==> src/rtl/cdb_arbiter.sv <==
// cdb_arbiter: shares one common data bus between round-robin requesters and a
// fixed-latency unit that reserves slots ahead of time and is never stalled.
module cdb_arbiter #(
    parameter int N_REQ     = 4,
    parameter int MAX_LAT   = 8,
    parameter int ROB_WIDTH = 6
) (
    input  logic                         clk,
    input  logic                         reset,
    input  logic [N_REQ-1:0]             req_valid,
    output logic [N_REQ-1:0]             req_ready,
    input  logic [ROB_WIDTH-1:0]         src_tag [N_REQ],
    input  logic [31:0]                  src_data [N_REQ],
    input  logic                         rsv_valid,
    input  logic [$clog2(MAX_LAT+1)-1:0] rsv_lat,
    output logic                         rsv_ready,
    input  logic [ROB_WIDTH-1:0]         fix_tag,
    input  logic [31:0]                  fix_data,
    output logic                         cdb_valid,
    output logic [ROB_WIDTH-1:0]         cdb_tag,
    output logic [31:0]                  cdb_data
);
    localparam int LW = $clog2(MAX_LAT + 1);
    localparam int IW = (N_REQ > 1) ? $clog2(N_REQ) : 1;

    logic [MAX_LAT:1]  busy, busy_nxt;
    logic [2**LW-1:0]  busy_ext;
    logic [IW-1:0]     rr_ptr, win, sel_q;
    logic              fix_q, cdb_valid_q;
    logic              rsv_ok, rsv1, free, found, grant;

    // Lead 0 and leads beyond MAX_LAT look permanently busy, so they are never accepted.
    always_comb begin
        busy_ext = '1;
        busy_ext[MAX_LAT:1] = busy;
    end

    assign rsv_ok    = reset && rsv_valid && !busy_ext[rsv_lat];
    assign rsv_ready = rsv_ok;
    assign rsv1      = rsv_ok && rsv_lat == LW'(1);
    assign free      = !busy[1] && !rsv1;

    always_comb begin
        busy_nxt = '0;
        for (int k = 1; k < MAX_LAT; k++)
            busy_nxt[k] = busy[k+1] | (rsv_ok && rsv_lat == LW'(k + 1));
    end

    always_comb begin
        found = 1'b0;
        win   = rr_ptr;
        for (int j = 1; j <= N_REQ; j++)
            if (!found && req_valid[(int'(rr_ptr) + j) % N_REQ]) begin
                found = 1'b1;
                win   = IW'((int'(rr_ptr) + j) % N_REQ);
            end
    end

    assign grant     = reset && free && found;
    assign req_ready = grant ? N_REQ'(1) << win : '0;

    always_ff @(posedge clk or negedge reset) begin
        if (!reset) begin
            busy        <= '0;
            rr_ptr      <= IW'(N_REQ - 1);
            sel_q       <= '0;
            fix_q       <= 1'b0;
            cdb_valid_q <= 1'b0;
        end else begin
            busy        <= busy_nxt;
            if (grant)
                rr_ptr  <= win;
            sel_q       <= win;
            fix_q       <= busy[1] | rsv1;
            cdb_valid_q <= grant | busy[1] | rsv1;
        end
    end

    assign cdb_valid = cdb_valid_q;
    assign cdb_tag   = fix_q ? fix_tag  : src_tag[sel_q];
    assign cdb_data  = fix_q ? fix_data : src_data[sel_q];
endmodule
==> config.mk <==
export PLATFORM = sky130hd
export DESIGN_NAME = cdb_arbiter
export DESIGN_NICKNAME = d
export VERILOG_FILES = /design/src/rtl/cdb_arbiter.sv
export SDC_FILE = /design/constraint.sdc
export NUM_CORES = 1
export LEC_CHECK = 0
export ABC_AREA = 1
export BUFFER_PORTS_ARGS = -buffer_cell sky130_fd_sc_hd__buf_2
export CORE_ASPECT_RATIO = 0.9
export CORE_MARGIN = 5
export CORE_UTILIZATION = 25
export CTS_CLUSTER_SIZE = 25
export DETAILED_ROUTE_END_ITERATION = 12
export SYNTH_ARGS = -nofsm -noshare
export SYNTH_HDL_FRONTEND = slang
export SYNTH_SLANG_ARGS = --single-unit
==> constraint.sdc <==
create_clock -name clk -period 1.6 [get_ports clk]
set_clock_uncertainty 0.05 [all_clocks]
set_input_delay 0 -clock clk [delete_from_list [all_inputs] [get_ports clk]]
set_output_delay 0 -clock clk [all_outputs]
set_load 0.05 [all_outputs]
# After elaboration in Yosys (flattened, before gate mapping)
# Cells that the tools add are included.
# W data, S select, Z words.
totals:
  elab_cells: 95
  output_inout_bits: 44
  mem_bits_ro: 0
  input_bits: 201
  latch_bits: 0
  memories: 0
  regBits: 13
  ramBits: 0
classes:
  n_shift: 1
  bitwise: 14
  n_addsub: 4
  magnitude_cmp: 6
  n_eq_ne: 8
  muxes: 31
  reduce_logical: 26
  mul: 0
  div_mod_pow: 0
ops:
  columns: ["op", "count"]
  rows:
  - ["$mux W32", 3]
  - ["$bmux W32 S2", 1]
  - ["$mux W6", 3]
  - ["$eq A4 B3 Y1 const B", 4]
  - ["$logic_and A1 B1 Y1", 16]
  - ["$lt A3 B4 Y1 const B", 4]
  - ["$mux W1", 13]
  - ["$bmux W6 S2", 1]
  - ["$or A1 B1 Y1", 9]
  - ["$bmux W1 S2", 4]
  - ["$eq A4 B2 Y1 const B", 2]
  - ["$mux W2", 4]
  - ["$reduce_or A2 Y1", 4]
  - ["$logic_not A1 Y1", 6]
  - ["$lt A4 B5 Y1 const B", 1]
  - ["$add A2 B1 Y2 const B", 2]
  - ["$add A2 B2 Y2 const B", 2]
  - ["$and A1 B1 Y1 const A", 4]
  - ["$bmux W1 S4", 1]
  - ["$eq A4 B1 Y1 const B", 1]
  - ["$eq A4 B4 Y1 const B", 1]
  - ["$mux W4", 1]
  - ["$shl A1 B2 Y4 const A", 1]
  - ["$ge A3 B3 Y1 const B", 1]
  - ["$not A2 Y3", 1]

# Logic depth before layout (Yosys ltp)
logic_depth:
  depth_word: 19
  depth_mapped: 13
  depth_no_buf: 12

# Least setup slack after synthesis
# Ideal clock, no wire load.
synth_timing:
  path_type: "reg2out"
  startpoint: "reg rr_ptr[0]"
  endpoint: "out req_ready[0]"
  stages_incl_launch_ff: 12
  t_required_ns: 1.550
  arrival_time_ns: 2.026
  path_buffers: 1
  path_slack_ns: -0.476
  cell_sequence: "dfstp_2 inv_2 buf_6 nand2_2 nand2_4 nand2_2 nand2_4 o21ai_1 nand3_2 nand2_2 nand2_1 nor2_1"
synth_between:
  elab_chain_len: 16
  elab_cells_between_ends: 33
  cone_classes: "add/sub (4); shift (1); mux (21); reduce/logical (7)"
synth_rtl:
  columns: ["item", "line", "text"]
  rows:
  - ["from (decl)", "28", "logic [IW-1:0] rr_ptr, win, sel_q;"]
  - ["from (signal assigned)", "65", "rr_ptr <= IW'(N_REQ - 1);"]
  - ["from (signal assigned)", "72", "rr_ptr <= win;"]
  - ["$add A2 B1 Y2", "53, 55", null]
  - ["$bmux W1 S2", "53", "if (!found && req_valid[(int'(rr_ptr) + j) % N_REQ]) begin"]
  - ["$mux W1 (implied by the code) (2 in a row)", "53", null]
  - ["$mux W1", "53", null]
  - ["$logic_not A1 Y1", "53", null]
  - ["$logic_and A1 B1 Y1", "53", null]
  - ["$mux W1", "53", null]
  - ["$logic_not A1 Y1", "53", null]
  - ["$logic_and A1 B1 Y1", "53", null]
  - ["$mux W1", "53", null]
  - ["$logic_not A1 Y1", "53", null]
  - ["$logic_and A1 B1 Y1", "53", null]
  - ["$mux W2 / $mux W1 (equally long branches)", "53", null]
  - ["$shl A1 B2 Y4 / $logic_and A1 B1 Y1 (equally long branches)", "60, 59", null]
  - ["$mux W4 (*)", "60", "assign req_ready = grant ? N_REQ'(1) << win : '0;"]
  - ["to (decl)", "11", "output logic [N_REQ-1:0] req_ready,"]
# Every way passes the cells marked *; elsewhere a longest branch is shown, timed or not. The select of a mux whose other input is x is not followed.

# Worst setup path after layout
layout_timing:
  startpoint: "reg rr_ptr[0]"
  endpoint: "out req_ready[2]"
# Same word-level chain as after synthesis.

==> metrics.md <==
| Metric | Value |
|---|---|
| Global-route usage over all layers | a little over a quarter |
| Total Power | roughly 16 mW |
| Worst min path class | input pin to flop |
| Routed Antenna Nets | 0 |
| PnR worst setup slack | -518.5 ps |
| H-tree levels | 1 |
| Final wirelength | around 18000 um |
| DR DRC count | 0 |
| Commonest cells after routing, fill and taps aside | buf_2, nor2_1, nor2_4 |
| Critical path peak fanout | 7 |
| PD cells | roughly 2400 mW/mm2 |
| WP data required | 1550 ps |
| Max stage delay cell, worst path | dfstp_2 |
| Slew @ Worst Pin | between 300 and 400 ps |
| IO buf count | about 240 |
| Core Box Area | just under 0.01 mm2 |
| Sequential area share after synthesis | 13.15% |
| Worst hold stages | 3 |
| Peak supply drop | 1.775 mV |
| Post-synth top area cell | nor2_1 |
| Number of cell rows | 34 |
| Most used routing layer | met2 |
| CP cell instances | nand2_1, nand2_4, nand2_4, nand2_8, nor2_4, nand3_2, nand2_4, nor2_4, clkinv_4, nor2_4, buf_8 |
| Slew Limit Fails | 0 |
| Vias in the first global route | around 4800 |
| Clk buf depth | 2 |
| Area Growth Syn to Fin | 175.2% |
| Fmax | ~470 MHz |
| M1 GR Usage | 31.32% |
| Post-Synthesis Cells | 492 |
| Largest net degree at the start of global routing | 45 |
| Failing checks | negative setup slack |
| Initial antenna violation count | 7 |
| CTS tree | yes |
| HPWL Detailed | roughly 11000 um |
| Avg Cell Area, Syn | just over 5 um2 |
| Ys Warns | 0 |
| DR WL/cell | about 19 um |
| Max Cap Viol | 0 |
| Top Ports | approximately 250 |
| CTS Buf Count | 3 |
| Post-synthesis cell area | roughly 0.0025 mm2 |
| Dpl cell area | 0.004524 mm2 |
| Fin nets | around 1000 |
| Most common cell after layout, fill and taps aside | buf_2 |
| Critical Path End Type | output pin |
| R2R cell count | 11 |
| Final setup viols | 47 |
| Clock sinks | 13 |
| Kind of critical path | flop to output pin |
| Global-route wire length before repair | 25550 um |
| Syn Nets | just under 700 |
| Final Critical Period | roughly 2100 ps |
| CP Launch Type | flop |
| Reg2reg start | rr_ptr[0] |
| Vias | just under 5000 |
| Status | complete, but fails checks |
| Initial Util | about a quarter |
| R2R setup slack | -260 ps |
| Layout cells sized above 1 | between 70% and 80% |
| Crit-path max cell delay | approximately 660 ps |
| Root buffer cell | clkbuf_8 |
| R2r endpoint | rr_ptr[1] |
| Share of the synthesized area in the top cell type | 29.80% |
| HP Start | rsv_lat[1] |
| Slew headroom | 76.95% |
| Lkg Pwr | 3.020 nW |
| CP arrival | between 2000 and 2500 ps |
| Die W | 115.3 um |
| Synth top area cells | nor2_1, o21ai_0, dfrtp_1 |
| Hold endpoint | busy[1] |
| Crit share post-route | 132.4% |
| Drt via density | around 5.2 |
| RSZ-0062 raised after global routing | true |
| First-pass detailed-route iteration total | 4 |
| Seq cells post-synth | 13 |
| Cell variety after synth | 25 |
| Clock slew seen by the registers of the worst setup and hold paths | approximately 60 ps |
| GRT overflow | 0 |
| Met3 Usage GRT | around 3.6% |
| Design area | 0.006862 mm2 |
| Die area | between 0.01 and 0.015 mm2 |
| Final GP Congestion | 0.8892 |
| First DRT Iteration DRCs | 312 |
| Final Hold Vio Count | 0 |
| Global-route track usage on met2 | 46.49% |
| Chip height | between 100 and 150 um |
| Worst-skew pair later-pin latency | ~240 ps |
==> routing by layer <==
layer | wire length [um] | vias to the layer above
met5 | 0 | -
met4 | 871 | 0
met3 | 1170 | 71
met2 | 9423 | 217
met1 | 6443 | 2314
li1 | - | 2253
==> cell families (layout without fill, tap and decap cells) <==
| logic type | after synthesis | after routing | synth area share, % |
|---|---|---|---|
| AO/OA/AOI/OAI | 129 | 129 | 28.50 |
| flip-flops | 13 | 13 | 13.15 |
| buffers and inverters | 55 | 356 | 9.081 |
| other | 0 | 7 | 0 |
| AND/OR/NAND/NOR | 295 | 295 | 49.27 |
==> per-stage QoR <==
stage | instances | setup TNS [ps] | util [%] | worst slack (ps) | hold slack (ps)
floorplan | 492 | -1975 | - | -98.47 | -345.6
global placement | 851 | -1400 | 46.65 | -241.1 | -88.53
detailed placement | 851 | -1923 | 46.65 | -319.1 | -87.74
CTS | 915 | -7920 | 65.92 | -446.8 | 50.62
global route | 926 | -11590 | 70.74 | -608.8 | 69.44
finish | 926 | -8544 | 70.74 | -518.5 | 53.38
==> power breakdown <==
part           total [mW]  internal [mW]  switching [mW]
Sequential          0.527          0.425           0.103
Combinational        15.6           6.90            8.70
Clock               0.290          0.176           0.114
Total                16.4           7.50            8.92
==> sequential cells by signal, summed over array words and instances, names as in the netlist <==
name / count
rr_ptr: 2
busy: 7
sel_q: 2
fix_q: 1
cdb_valid: 1
==> cell usage after synthesis (all sizes together) <==
cell and n:
clkinv 1, buf 10, nand3 17, a31oi 38
and3 2, a21oi 4, nand4 2, dfrtp 11
o21bai 7, dfstp 2, nand2 74, nor2 200
clkbuf 26, inv 18, o21ai 80
==> final cells by class <==
class                           instances  area (um2)
Antenna cell                            7       17.52
Sequential cell                        13       329.1
Clock buffer                            4       45.04
Fill cell                             717        2838
Timing Repair Buffer                  333        2805
Multi-Input combinational cell        424        3406
Inverter                               19       101.3
Tap cell                              126       157.7
==> critical path, delay by kind of cell (launching register included) <==
family | cells | cell delay, ps
flops | 1 | 660
simple gates | 9 | 910
buf+inv | 2 | 260
==> worst max-delay path by stage <==
stage	start	endpoint	cells after the start
after global routing	rr_ptr[0]	req_ready[1]	11
after global placement	rr_ptr[0]	req_ready[3]	11
after CTS	rr_ptr[0]	req_ready[1]	12
after floorplan	rr_ptr[0]	req_ready[3]	11
final	rr_ptr[0]	req_ready[2]	11
after detailed placement	rr_ptr[0]	req_ready[0]	11
==> repair_timing <==
item | CTS | global route
hold buffers | 2 | 0
resized for setup | 351 | 156
endpoints found under the hold margin | 14 | 0
cloned | 15 | 2
pin swaps | 84 | 104
setup endpoints to repair | 47 | 47
setup buffers | 44 | 14
(Power assumes the default switching activity.)
